===== src/rtl/tp02_pkg.sv =====
// Shared types and constants for the TP02 serializer slice:
// FSM state encoding, default operand width and the counter-width helper.
package tp02_pkg;

  typedef enum logic [2:0] {
    IDLE,
    START,
    SETUP,
    STROBE,
    DONE
  } state_t;

  localparam int TP02_WIDTH = 4;

  // Bits needed to count 0..w inclusive.
  function automatic int cntWidth(input int w);
    return $clog2(w + 1);
  endfunction

endpackage


===== src/rtl/tp02_serializer_if.sv =====
// Bus between a frame producer (master) and the TP02 serializer (slave):
// load request with the two operand words going in, the serial stream,
// strobe and status flags coming out.
import tp02_pkg::*;

interface tp02_serializer_if #(
  parameter int WIDTH = TP02_WIDTH
) ();

  logic             load;
  logic [WIDTH-1:0] a_data;
  logic [WIDTH-1:0] b_data;
  logic             start;
  logic             in1;
  logic             in2;
  logic             controle;
  logic             busy;
  logic             done;

  modport master (
    output load, a_data, b_data,
    input  start, in1, in2, controle, busy, done
  );

  modport slave (
    input  load, a_data, b_data,
    output start, in1, in2, controle, busy, done
  );

endinterface


===== src/rtl/tp02_serializer_shreg.sv =====
// WIDTH-bit parallel-load shift register. bit_o always shows the bit that
// goes out next; MSB_FIRST picks which end that is. Vacated bits fill with 0.
import tp02_pkg::*;

module tp02_shreg #(
  parameter int WIDTH     = TP02_WIDTH,
  parameter bit MSB_FIRST = 1'b1
) (
  input  logic             clk,
  input  logic             rst_n,
  input  logic             load_i,
  input  logic             shift_i,
  input  logic [WIDTH-1:0] data_i,
  output logic             bit_o
);

  logic [WIDTH-1:0] data_q;
  logic [WIDTH-1:0] data_d;

  // Load wins over shift; otherwise hold the current contents.
  always_comb begin
    data_d = data_q;
    if (load_i) begin
      data_d = data_i;
    end else if (shift_i) begin
      data_d = MSB_FIRST ? (data_q << 1) : (data_q >> 1);
    end
  end

  // Register with asynchronous clear.
  always_ff @(posedge clk or negedge rst_n) begin
    if (!rst_n) begin
      data_q <= '0;
    end else begin
      data_q <= data_d;
    end
  end

  assign bit_o = MSB_FIRST ? data_q[WIDTH-1] : data_q[0];

endmodule


===== src/rtl/tp02_serializer.sv =====
// TP02 serializer top: captures two operand words on load and streams them
// bit-serially on in1/in2, each bit framed by a controle 0->1 pair, with a
// start marker before and a done pulse after the frame.
// Optional build macro TP02_SER_PARITY_EN appends one even-parity bit pair.
// All outputs are registered and reflect the state of the previous cycle.
import tp02_pkg::*;

module tp02_serializer #(
  parameter int WIDTH     = TP02_WIDTH,
  parameter bit MSB_FIRST = 1'b1
) (
  input  logic           clk,
  input  logic           rst_n,
  tp02_serializer_if.slave bus
);

  localparam int            CW   = cntWidth(WIDTH);
  localparam logic [CW-1:0] LAST = CW'(WIDTH - 1);

  state_t        state_q;
  logic [CW-1:0] cnt_q;
  logic          start_q;
  logic          in1_q;
  logic          in2_q;
  logic          controle_q;
  logic          busy_q;
  logic          done_q;

  logic          loadEn;
  logic          shiftEn;
  logic          bitA;
  logic          bitB;

`ifdef TP02_SER_PARITY_EN
  logic          parA_q;
  logic          parB_q;
  logic          parPhase_q;
`endif

  // A request is taken only in IDLE and not in the cycle showing done,
  // so back-to-back frames need load in the following IDLE cycle.
  assign loadEn  = (state_q == IDLE) && bus.load && !done_q;
  assign shiftEn = (state_q == STROBE) && (cnt_q != LAST);

  tp02_shreg #(.WIDTH(WIDTH), .MSB_FIRST(MSB_FIRST)) uShregA (
    .clk    (clk),
    .rst_n  (rst_n),
    .load_i (loadEn),
    .shift_i(shiftEn),
    .data_i (bus.a_data),
    .bit_o  (bitA)
  );

  tp02_shreg #(.WIDTH(WIDTH), .MSB_FIRST(MSB_FIRST)) uShregB (
    .clk    (clk),
    .rst_n  (rst_n),
    .load_i (loadEn),
    .shift_i(shiftEn),
    .data_i (bus.b_data),
    .bit_o  (bitB)
  );

  // Frame sequencer with registered outputs; reset aborts any frame.
  always_ff @(posedge clk or negedge rst_n) begin
    if (!rst_n) begin
      state_q    <= IDLE;
      cnt_q      <= '0;
      start_q    <= 1'b0;
      in1_q      <= 1'b0;
      in2_q      <= 1'b0;
      controle_q <= 1'b0;
      busy_q     <= 1'b0;
      done_q     <= 1'b0;
`ifdef TP02_SER_PARITY_EN
      parA_q     <= 1'b0;
      parB_q     <= 1'b0;
      parPhase_q <= 1'b0;
`endif
    end else begin
      case (state_q)
        IDLE: begin
          start_q    <= 1'b0;
          in1_q      <= 1'b0;
          in2_q      <= 1'b0;
          controle_q <= 1'b0;
          busy_q     <= 1'b0;
          done_q     <= 1'b0;
          if (loadEn) begin
            busy_q  <= 1'b1;
            cnt_q   <= '0;
            state_q <= START;
`ifdef TP02_SER_PARITY_EN
            parA_q     <= ^bus.a_data;
            parB_q     <= ^bus.b_data;
            parPhase_q <= 1'b0;
`endif
          end
        end
        START: begin
          start_q    <= 1'b1;
          in1_q      <= 1'b0;
          in2_q      <= 1'b0;
          controle_q <= 1'b0;
          state_q    <= SETUP;
        end
        SETUP: begin
          start_q    <= 1'b0;
          controle_q <= 1'b0;
          in1_q      <= bitA;
          in2_q      <= bitB;
`ifdef TP02_SER_PARITY_EN
          if (parPhase_q) begin
            in1_q <= parA_q;
            in2_q <= parB_q;
          end
`endif
          state_q    <= STROBE;
        end
        STROBE: begin
          controle_q <= 1'b1;
          if (cnt_q == LAST) begin
`ifdef TP02_SER_PARITY_EN
            if (!parPhase_q) begin
              parPhase_q <= 1'b1;
              state_q    <= SETUP;
            end else begin
              state_q <= DONE;
            end
`else
            state_q <= DONE;
`endif
          end else begin
            cnt_q   <= cnt_q + 1'b1;
            state_q <= SETUP;
          end
        end
        DONE: begin
          done_q     <= 1'b1;
          controle_q <= 1'b0;
          in1_q      <= 1'b0;
          in2_q      <= 1'b0;
          state_q    <= IDLE;
        end
        default: begin
          state_q <= IDLE;
        end
      endcase
    end
  end

  assign bus.start    = start_q;
  assign bus.in1      = in1_q;
  assign bus.in2      = in2_q;
  assign bus.controle = controle_q;
  assign bus.busy     = busy_q;
  assign bus.done     = done_q;

endmodule


===== src/flat_wrapper.sv =====
// flat-port wrapper written by rule: the top's interface ports become plain ports
module tp02_serializer_flat 
#(
  parameter int WIDTH     = TP02_WIDTH,
  parameter bit MSB_FIRST = 1'b1
)
  (clk, rst_n, bus_load, bus_a_data, bus_b_data, bus_start, bus_in1, bus_in2, bus_controle, bus_busy, bus_done);
  tp02_serializer_if #(.WIDTH(WIDTH)) bus_i ();
  input  logic clk;
  input  logic rst_n;
  input wire logic [$bits(bus_i.load)-1:0] bus_load;
  input wire logic [$bits(bus_i.a_data)-1:0] bus_a_data;
  input wire logic [$bits(bus_i.b_data)-1:0] bus_b_data;
  output wire logic [$bits(bus_i.start)-1:0] bus_start;
  output wire logic [$bits(bus_i.in1)-1:0] bus_in1;
  output wire logic [$bits(bus_i.in2)-1:0] bus_in2;
  output wire logic [$bits(bus_i.controle)-1:0] bus_controle;
  output wire logic [$bits(bus_i.busy)-1:0] bus_busy;
  output wire logic [$bits(bus_i.done)-1:0] bus_done;
  assign bus_i.load = bus_load;
  assign bus_i.a_data = bus_a_data;
  assign bus_i.b_data = bus_b_data;
  assign bus_start = bus_i.start;
  assign bus_in1 = bus_i.in1;
  assign bus_in2 = bus_i.in2;
  assign bus_controle = bus_i.controle;
  assign bus_busy = bus_i.busy;
  assign bus_done = bus_i.done;
  tp02_serializer #(.WIDTH(WIDTH), .MSB_FIRST(MSB_FIRST)) u_core (.clk(clk), .rst_n(rst_n), .bus(bus_i));
endmodule

===== config.mk =====
export PLATFORM = sky130hd
export DESIGN_NAME = tp02_serializer_flat
export DESIGN_NICKNAME = d
export VERILOG_FILES = /design/src/rtl/tp02_pkg.sv /design/src/rtl/tp02_serializer_if.sv /design/src/rtl/tp02_serializer_shreg.sv /design/src/rtl/tp02_serializer.sv /design/src/flat_wrapper.sv
export SDC_FILE = /design/constraint.sdc
export NUM_CORES = 1
export LEC_CHECK = 0
export CORE_ASPECT_RATIO = 0.75
export CORE_MARGIN = 10
export CORE_UTILIZATION = 40
export CTS_BUF_LIST = sky130_fd_sc_hd__clkbuf_8
export DETAILED_ROUTE_END_ITERATION = 8
export MAX_ROUTING_LAYER = met4
export PLACE_DENSITY = 0.73
export SKIP_LAST_GASP = 1
export SYNTH_ARGS = -nofsm -noshare
export SYNTH_HDL_FRONTEND = slang
export SYNTH_SLANG_ARGS = --single-unit
export TNS_END_PERCENT = 10

===== constraint.sdc =====
create_clock -name clk -period 1.5 [get_ports clk]
set_input_delay 0.3 -clock clk [delete_from_list [all_inputs] [get_ports clk]]
set_output_delay 0.3 -clock clk [all_outputs]
set_load 0.02 [all_outputs]

==> results of run 1 <==
-- final timing paths --
kind | start | endpoint | slack [ns]
worst max-delay path | u_core.cnt_q[1] | u_core.uShregB.data_q[1] | -0.17
worst min-delay path | rst_n | u_core.uShregB.data_q[2] | 0.37
worst max register to register | u_core.cnt_q[1] | u_core.uShregB.data_q[1] | -0.17
worst min register to register | u_core.uShregA.data_q[3] | u_core.uShregA.data_q[3] | 0.49
max in group asynchronous | rst_n | u_core.bus.done | 0.90
min in group clk | u_core.uShregA.data_q[3] | u_core.uShregA.data_q[3] | 0.49
-- cell usage in the layout, fill, tap and decap left out, drive strengths merged, types with 2 or more instances in the layout --
cell           count
o22ai              3
buf               16
nor2              12
nand2             12
inv                2
a21oi              4
clkdlybuf4s50     15
a22oi              2
ha                 2
a31oi              2
dfrtp             20
o21ai              3
clkbuf             3
a22o               3
-- report_power, final --
| group | total, uW | switching [uW] | internal (uW) |
|---|---|---|---|
| registers | 952 | 154 | 798 |
| clock network | 534 | 178 | 356 |
| logic | 1470 | 710 | 759 |
-- area by class of cell --
class | count | area [um2]
Sequential cell | 20 | 501.7
Inverter | 2 | 7.507
Fill cell | 163 | 787.0
Multi-Input combinational cell | 60 | 404.1
Timing Repair Buffer | 32 | 282.8
Clock buffer | 3 | 41.29
Tap cell | 24 | 30.03
Clock inverter | 1 | 30.03
-- kinds of logic (layout without fill, tap and decap cells) --
logic type | Yosys count | after routing | share of synthesized area (%)
adder cells (fa/ha/maj) | 3 | 3 | 3.835
multiplexers | 2 | 2 | 2.329
AND/OR/NAND/NOR | 34 | 34 | 18.77
buffers and inverters | 6 | 38 | 4.246
AO/OA/AOI/OAI | 20 | 21 | 16.03
flip-flops | 20 | 20 | 54.79
-- synth_stat cells --
library cell   n
nand3_1        1
a21o_2         1
nand2_1       12
buf_2          1
or3b_2         1
a21oi_1        2
mux2i_1        1
nand2b_1       1
buf_6          2
o22a_1         1
nand3b_1       1
nor3_1         1
inv_1          2
a22oi_1        2
o31ai_1        1
nor4_2         1
ha_1           2
o22ai_1        3
clkbuf_1       1
or4b_4         1
nor3b_1        1
a211oi_1       1
nor2_1        12
a21oi_4        1
o21ai_0        3
or2b_1         1
mux2_2         1
a31oi_1        2
dfrtp_1       20
or4_1          1
a22o_1         3
maj3_1         1
-- routing by layer --
layer,global-route usage (%),vias up,part of all wire (%)
met2,15.61,23,47
met3,4.019,0,4.1
li1,-,373,-
met1,12.49,346,49
met4,2.111,0,0
met5,-,-,0
-- registers in the layout, summed over array words and instances, names as in the netlist, 3 cells and up --
signal and flops:
u_core.cnt_q 3, u_core.state_q 3, u_core.uShregA.data_q 4, u_core.uShregB.data_q 4
-- metrics by stage --
step / setup slack [ns] / total power [uW]
global route: -0.2634 / 3191
floorplan: -0.05237 / 1804
global placement: -0.3292 / 2242
finish: -0.1749 / 2956
CTS: -0.09685 / 2906
detailed placement: -0.3424 / 2290
-- timing repair --
item                                    4_1_cts  5_1_grt
cloned                                        1        0
setup buffers                                 1        1
endpoints found under the hold margin         0        0
pin swaps                                     4        1
endpoints found under the setup margin       17       16
resized for setup                             4        2
==> impl_metrics.yaml, run 1 <==
global_routing:
  antenna_found_initial: 0
  grt_pass1_wl_mm: 3.560
  grt_pass1_vias: 802
  grt_max_degree: 21
  grtUsageTotal_pct: 10.19
  grt-ovfl-total: 0
power:
  ir_worst_vdd_mv: 1.111
  power_density_nw_per_um2: 2278
  leakagePower_uw: 0.0005861
cells_and_area:
  fin_area_um2: 1297
  final_net_count: 132
  final_util_pct: 62.24
  fin_cells: 142
  area_growth_pct: 42.05
  num_antenna_cells: 0
  layout-drive-gt1-share_pct: 26.27
floorplanning:
  die_w_um: 75.18
  ioPinCount: 17
  rows: 14
  initial_core_util_pct: 43.82
  fp.coreArea_um2: 2085
  die_area_um2: 4615
  die_y_um: 61.39
timing:
  finalSetupTns_ns: -1.136
  fmax_ghz: 0.5970
  skew_ns: 0.009194
  fin_crit_ns: 1.675
  layout_setup_ws_ns: -0.1749
  whs_ns: 0.3749
  grt_setup_unrepaired: "true"
  post-route-period-util_pct: 111.7
  worst_pin_slew_ns: 0.2573
  setup_viol: 14
  finalHoldViolCount: 0
  relSlewSlack_pct: 82.85
  drv_slew: 0
job:
  drv_cap: 0
synthesis:
  synth.area.top_cells: "dfrtp_1, nand2_1, nor2_1"
  postSynthAreaPerCell_um2: 10.75
  ys_seq_area_share_pct: 54.79
  syn_inst: 85
  synthDominantCellAreaShare_pct: 54.79
  synth_warnings: 0
  yosys.area.top_type: "dfrtp_1"
  yosysUniqueCellTypes: 32
  synthesis.nets: 98
  synth.cell_area_um2: 913.4
  ys_ff_latch: 20
clock_tree:
  htreeDepth: 1
  clk_pin_slew_ns: 0.08
  clock_path_buffers: 2
  cts_root_buf: "clkbuf_8"
  cts_tree: "done"
  clock_latency_ns: 0.26
  hold_buffers: 0
  cts.sinks: 20
  cts_buffers: 3
route:
  post_drt_wl_per_cell_um: 14.82
  wirelength_mm: 2.105
  viasPerCell: 5.225
  drt_iter0_drc: 48
  num_vias: 742
  ant_nets: 0
  drc_errors: 0
  drt_first_pass_iters: 5
setup_path:
  worstPathCellList: "ha_2 > ha_4 > nand3b_1 > buf_6 > a21oi_4 > nor2_1 > a31oi_1"
  path_depth: 7
  slowest_stage: "dfrtp_1"
  r2r_cells: 7
  startpoint_type: "flop"
  crit_arrival_ns: 1.84
  cp.required_ns: 1.67
  crit_type: "reg -> reg"
  cp_slowest_stage_delay_ns: 0.40
  path_buf_inv: 1
  crit_path_max_fanout: 6
  path_delay_family: "flip-flops"
  worstSetupEndpointType: "flop"
placement:
  port_buffers: 16
  placed_cells: 135
  postPlaceCellArea_um2: 1179
  hpwl_mm: 1.483
  gp_congestion: 0.8176
hold_path:
  hp-class: "in -> async"
status:
  status: "finished, violations left"
  violations: "negative setup slack"
(Power assumes the default switching activity.)
==> run 2: changes to the inputs <==
CORE_UTILIZATION = 50   (was 40)
PLACE_DENSITY = 0.84   (was 0.73)
clock period = 2.15 ns   (was 1.5 ns; I/O delays follow)
==> run 2 against run 1 <==
First-iteration DRC count shrank 25%. Sequential share of layout area is 5.2 points higher. Maximum frequency down 5.6%. Critical path depth is 1 lower. Largest power group unchanged. Critical path type unchanged. The run now ends clean. Die area fell by 14%. Non-clock buffer count is 12 lower. Register-to-register slack improved by 0.55 ns.
==> impl_metrics.yaml, run 2 (synthesis results as in run 1) <==
clock_tree:
  ctsResizeCount: 0
  cts_buffers: 3
  clock_path_buffers: 2
  clk_pin_slew_ns: 0.07
  cts.sinks: 20
  cts_root_buf: "clkbuf_8"
  clock_latency_ns: 0.26
  htreeDepth: 1
  hold_buffers: 0
  cts_tree: "done"
  post_cts_buffers: 0
global_routing:
  grt_pass1_vias: 733
  grt_pass1_wl_mm: 3.387
  grtUsageTotal_pct: 10.95
  antenna_found_initial: 0
  grt_max_degree: 21
  grt-ovfl-total: 0
placement:
  gp_congestion: 0.8330
  port_buffers: 16
  postPlaceCellArea_um2: 1100
  hpwl_mm: 1.471
power:
  ir_worst_vdd_mv: 0.9791
  power_uw: 1730
  leakagePower_uw: 0.0005072
  power_density_nw_per_um2: 1516
setup_path:
  regToRegEndpoint: "u_core.uShregA.data_q[1]"
  regToRegSetupSlack_ns: 0.38
  cp_slowest_stage_delay_ns: 0.41
  path_delay_family: "compound AO/OA/AOI/OAI gates"
  cpMostUsedCell: "ha_1"
  r2r_cells: 6
  crit_path_max_fanout: 11
  worstPathCellList: "ha_1 > ha_1 > nand3b_1 > a21oi_4 > o22ai_1 > a21oi_1"
  cp.required_ns: 2.34
  startpoint_type: "flop"
  path_buf_inv: 0
  reg2reg_from: "u_core.cnt_q[0]"
  worstSetupEndpointType: "flop"
  slowest_stage: "dfrtp_1"
  crit_arrival_ns: 1.97
  crit_type: "reg -> reg"
timing:
  relSlewSlack_pct: 71.70
  fmax_ghz: 0.5637
  setup_viol: 0
  worst_pin_slew_ns: 0.4237
  post-route-period-util_pct: 82.51
  finalSetupTns_ns: 0
  drv_slew: 0
  grt_setup_unrepaired: "false"
  whs_ns: 0.4839
  finalHoldViolCount: 0
  fin_crit_ns: 1.774
  skew_ns: 0.002894
status:
  status: "finished clean"
hold_path:
  hp-start: "u_core.uShregB.data_q[3]"
  min_path_cells: 2
  hp-class: "reg -> reg"
  hold_end: "u_core.uShregB.data_q[3]"
cells_and_area:
  fill_cells: 141
  layout-drive-gt1-share_pct: 12.50
  fin_area_um2: 1141
  multi_input_area_um2: 374.1
  layout_common_cells: "dfrtp_1, clkdlybuf4s50_1, nor2_1, nand2_1, buf_4"
  final_util_pct: 65.56
  area_growth_pct: 24.93
  final_net_count: 119
  reg_top3: "u_core.uShregA.data_q x4, u_core.uShregB.data_q x4"
  final_common_cell: "dfrtp_1"
  seqCellArea_um2: 500.5
  num_antenna_cells: 0
route:
  num_vias: 733
  post_drt_wl_per_cell_um: 15.74
  viasPerCell: 5.817
  drt_iter0_drc: 36
  drc_errors: 0
  wirelength_mm: 1.983
  drt_first_pass_iters: 4
  ant_nets: 0
floorplanning:
  die_w_um: 69.35
  initial_core_util_pct: 52.48
  die_area_um2: 3954
  ioPinCount: 17
  fp.coreArea_um2: 1740
  die_y_um: 57.02
  rows: 13
job:
  drv_cap: 0
-- run 2: stage by stage --
step	setup WS, ns	cells
2_1_floorplan	0.5773	85
3_3_place_gp	0.1962	123
3_5_place_dp	0.1285	123
4_1_cts	0.3776	126
5_1_grt	0.2422	126
6_report	0.3761	126
-- run 2: routing by layer --
layer  routed length, um  global-route usage [%]  share of wire, %  up-vias
met1                 853                   12.02                43      365
li1                    -                       -                 -      343
met3                  89                   3.972               4.5        5
met5                   0                       -                 0        -
met4                  40                   6.304               2.0        0
met2                 998                   16.93                50       20
-- run 2: cell type report --
type | instances | area share, %
sequential | 20 | 43.86
multi-input combinational | 59 | 32.79
timing repair buffer | 20 | 16.67
clock buffer | 3 | 3.618
tap | 22 | 2.412
inverter | 2 | 0.6579
-- run 2: worst max-delay path by stage --
stage | from | end | slack (ns) | cells past startpoint
floorplan | u_core.bus.done | u_core.cnt_q[1] | 0.58 | 3
global placement | bus_load | u_core.uShregA.data_q[1] | 0.20 | 5
detailed placement | bus_load | u_core.uShregA.data_q[1] | 0.13 | 5
CTS | u_core.cnt_q[0] | u_core.uShregA.data_q[1] | 0.38 | 6
global route | u_core.cnt_q[0] | u_core.uShregA.data_q[1] | 0.24 | 6
finish | u_core.cnt_q[0] | u_core.uShregA.data_q[1] | 0.38 | 6
-- run 2: worst reg2reg max path, cell delays in order, from the launching register on --
cell      delay (ns)
dfrtp_1         0.41
ha_1            0.23
ha_1            0.23
nand3b_1        0.25
a21oi_4         0.34
o22ai_1         0.14
a21oi_1         0.12
-- run 2: power by group --
| part | internal (uW) | leakage (uW) | total, uW | switching, uW |
|---|---|---|---|---|
| logic | 383 | 0.000239 | 795 | 412 |
| clock network | 125 | 0.0000216 | 245 | 120 |
| registers | 555 | 0.000246 | 690 | 135 |
==> run 3: changes to the inputs <==
clock period = 1.8 ns   (was 2.15 ns; I/O delays follow)
==> run 3 against run 2 <==
Die area did not move. Cell count increased by 1.6%. Critical path depth decreased by 1. First-iteration DRC count grew 22%. Clock-buffer cell count unchanged. Total power grew 22%. Setup slack got worse by 0.33 ns. Critical path type unchanged. Highest routed layer unchanged.
==> impl_metrics.yaml, run 3 (synthesis results as in run 1) <==
power:
  combPwrFrac_pct: 47.3
  switching_share_pct: 38.92
  ir_worst_vdd_mv: 1.170
  intPower_uw: 1284
  power_frac_clock_pct: 13.4
  power_frac_seq_pct: 39.3
  switching_power_uw: 818.2
  power_density_nw_per_um2: 1817
  leakagePower_uw: 0.0005145
route:
  drt_iter0_drc: 44
  drt_first_pass_iters: 4
  viasPerCell: 5.570
  post_drt_wl_per_cell_um: 15.87
  wirelength_mm: 2.031
  ant_nets: 0
  num_vias: 713
  drc_errors: 0
timing:
  relSlewSlack_pct: 67.47
  layout_setup_ws_ns: 0.05033
  grt_setup_unrepaired: "false"
  drv_slew: 0
  post-route-period-util_pct: 97.20
  finalHoldViolCount: 0
  fmax_ghz: 0.5715
  fin_crit_ns: 1.750
  whs_ns: 0.4429
  setup_viol: 0
  skew_ns: 0.007208
  worst_pin_slew_ns: 0.4869
setup_path:
  reg2reg_from: "u_core.cnt_q[0]"
  startpoint: "u_core.cnt_q[0]"
  endpoint: "u_core.cnt_q[1]"
  worstSetupEndpointType: "flop"
  regToRegSetupSlack_ns: 0.05
  cp.required_ns: 1.94
  crit_arrival_ns: 1.89
  crit_type: "reg -> reg"
  startpoint_type: "flop"
  crit_path_max_fanout: 4
  r2r_cells: 5
  regToRegEndpoint: "u_core.cnt_q[1]"
clock_tree:
  clk_pin_slew_ns: 0.07
  cts_tree: "done"
  cts_buffers: 3
  clock_latency_ns: 0.25
  clock_path_buffers: 2
  cts.sinks: 20
  htreeDepth: 1
  cts_root_buf: "clkbuf_8"
cells_and_area:
  fin_area_um2: 1157
  reg_top3: "u_core.uShregA.data_q x4, u_core.uShregB.data_q x4"
  fin_cells: 128
  final_common_cell: "dfrtp_1"
  layout-drive-gt1-share_pct: 14.15
  num_antenna_cells: 0
  area_growth_pct: 26.71
  final_net_count: 121
  final_util_pct: 66.50
  layout_common_cells: "dfrtp_1, clkdlybuf4s50_1, nor2_1, nand2_1, buf_4"
placement:
  postPlaceCellArea_um2: 1107
  gp_congestion: 0.8094
  placed_cells: 124
  hpwl_mm: 1.478
  port_buffers: 16
  pre_cts_slack_ns: -0.1245
hold_path:
  hp-class: "in -> async"
global_routing:
  grt_pass1_wl_mm: 3.263
  grt_pass1_vias: 681
  grt_max_degree: 21
  grtUsageTotal_pct: 10.33
  grt-ovfl-total: 0
  antenna_found_initial: 0
status:
  status: "finished clean"
floorplanning:
  die_area_um2: 3954
  die_w_um: 69.35
  initial_core_util_pct: 52.48
  ioPinCount: 17
  rows: 13
  die_y_um: 57.02
  fp.coreArea_um2: 1740
job:
  drv_cap: 0
-- run 3: power by group through the flow --
| stage | logic, uW | clock network (uW) | registers, uW |
|---|---|---|---|
| 5_1_grt | 1100 | 314 | 848 |
| 3_5_place_dp | 972 | 0 | 827 |
| 2_1_floorplan | 662 | 0 | 840 |
| 4_1_cts | 981 | 289 | 823 |
| 3_3_place_gp | 917 | 0 | 817 |
| 6_report | 995 | 281 | 826 |
-- run 3: timing repair --
action                     in CTS  in global routing
setup buffers                   0                  0
gates resized for setup         0                  0
setup endpoints to repair       0                  2
hold buffers                    0                  0
hold endpoints to repair        0                  0
-- run 3: worst max-delay path: stages, from the launching register on --
cell	delay (ns)
dfrtp_1	0.41
ha_1	0.22
ha_1	0.22
nand3b_1	0.27
a21o_2	0.29
a22o_1	0.23
-- run 3: layout make-up --
cell class                      instances  area, um2
Clock buffer                            3      41.29
Fill cell                             137      583.1
Inverter                                2      7.507
Multi-Input combinational cell         60      382.9
Sequential cell                        20      500.5
Tap cell                               22      27.53
Timing Repair Buffer                   21      197.7
-- run 3: worst min-delay path by stage --
| stage | start | depth (start not counted) | to | slack [ns] |
|---|---|---|---|---|
| 3_5_place_dp | u_core.bus.in1 | 1 | u_core.bus.in1 | 0.49 |
| 4_1_cts | rst_n | 2 | u_core.bus.in1 | 0.45 |
| 5_1_grt | rst_n | 2 | u_core.cnt_q[1] | 0.47 |
| 3_3_place_gp | u_core.cnt_q[0] | 1 | u_core.cnt_q[0] | 0.46 |
| 6_report | rst_n | 2 | u_core.cnt_q[1] | 0.44 |
| 2_1_floorplan | rst_n | 0 | u_core.bus.busy | 0.06 |
-- run 3: metal layers --
layer | vias up | wire, um | global-route usage [%]
li1 | 349 | - | -
met1 | 339 | 907 | 12.25
met2 | 21 | 986 | 15.63
met3 | 4 | 94 | 3.627
met4 | 0 | 43 | 4.298
met5 | - | 0 | -
-- run 3: metrics by stage --
| step | TNS [ns] | total power [uW] |
|---|---|---|
| 2_1_floorplan | 0 | 1502 |
| 3_5_place_dp | -0.7126 | 1799 |
| 4_1_cts | 0 | 2094 |
| 6_report | 0 | 2102 |
| 5_1_grt | 0 | 2266 |
| 3_3_place_gp | -0.4185 | 1734 |
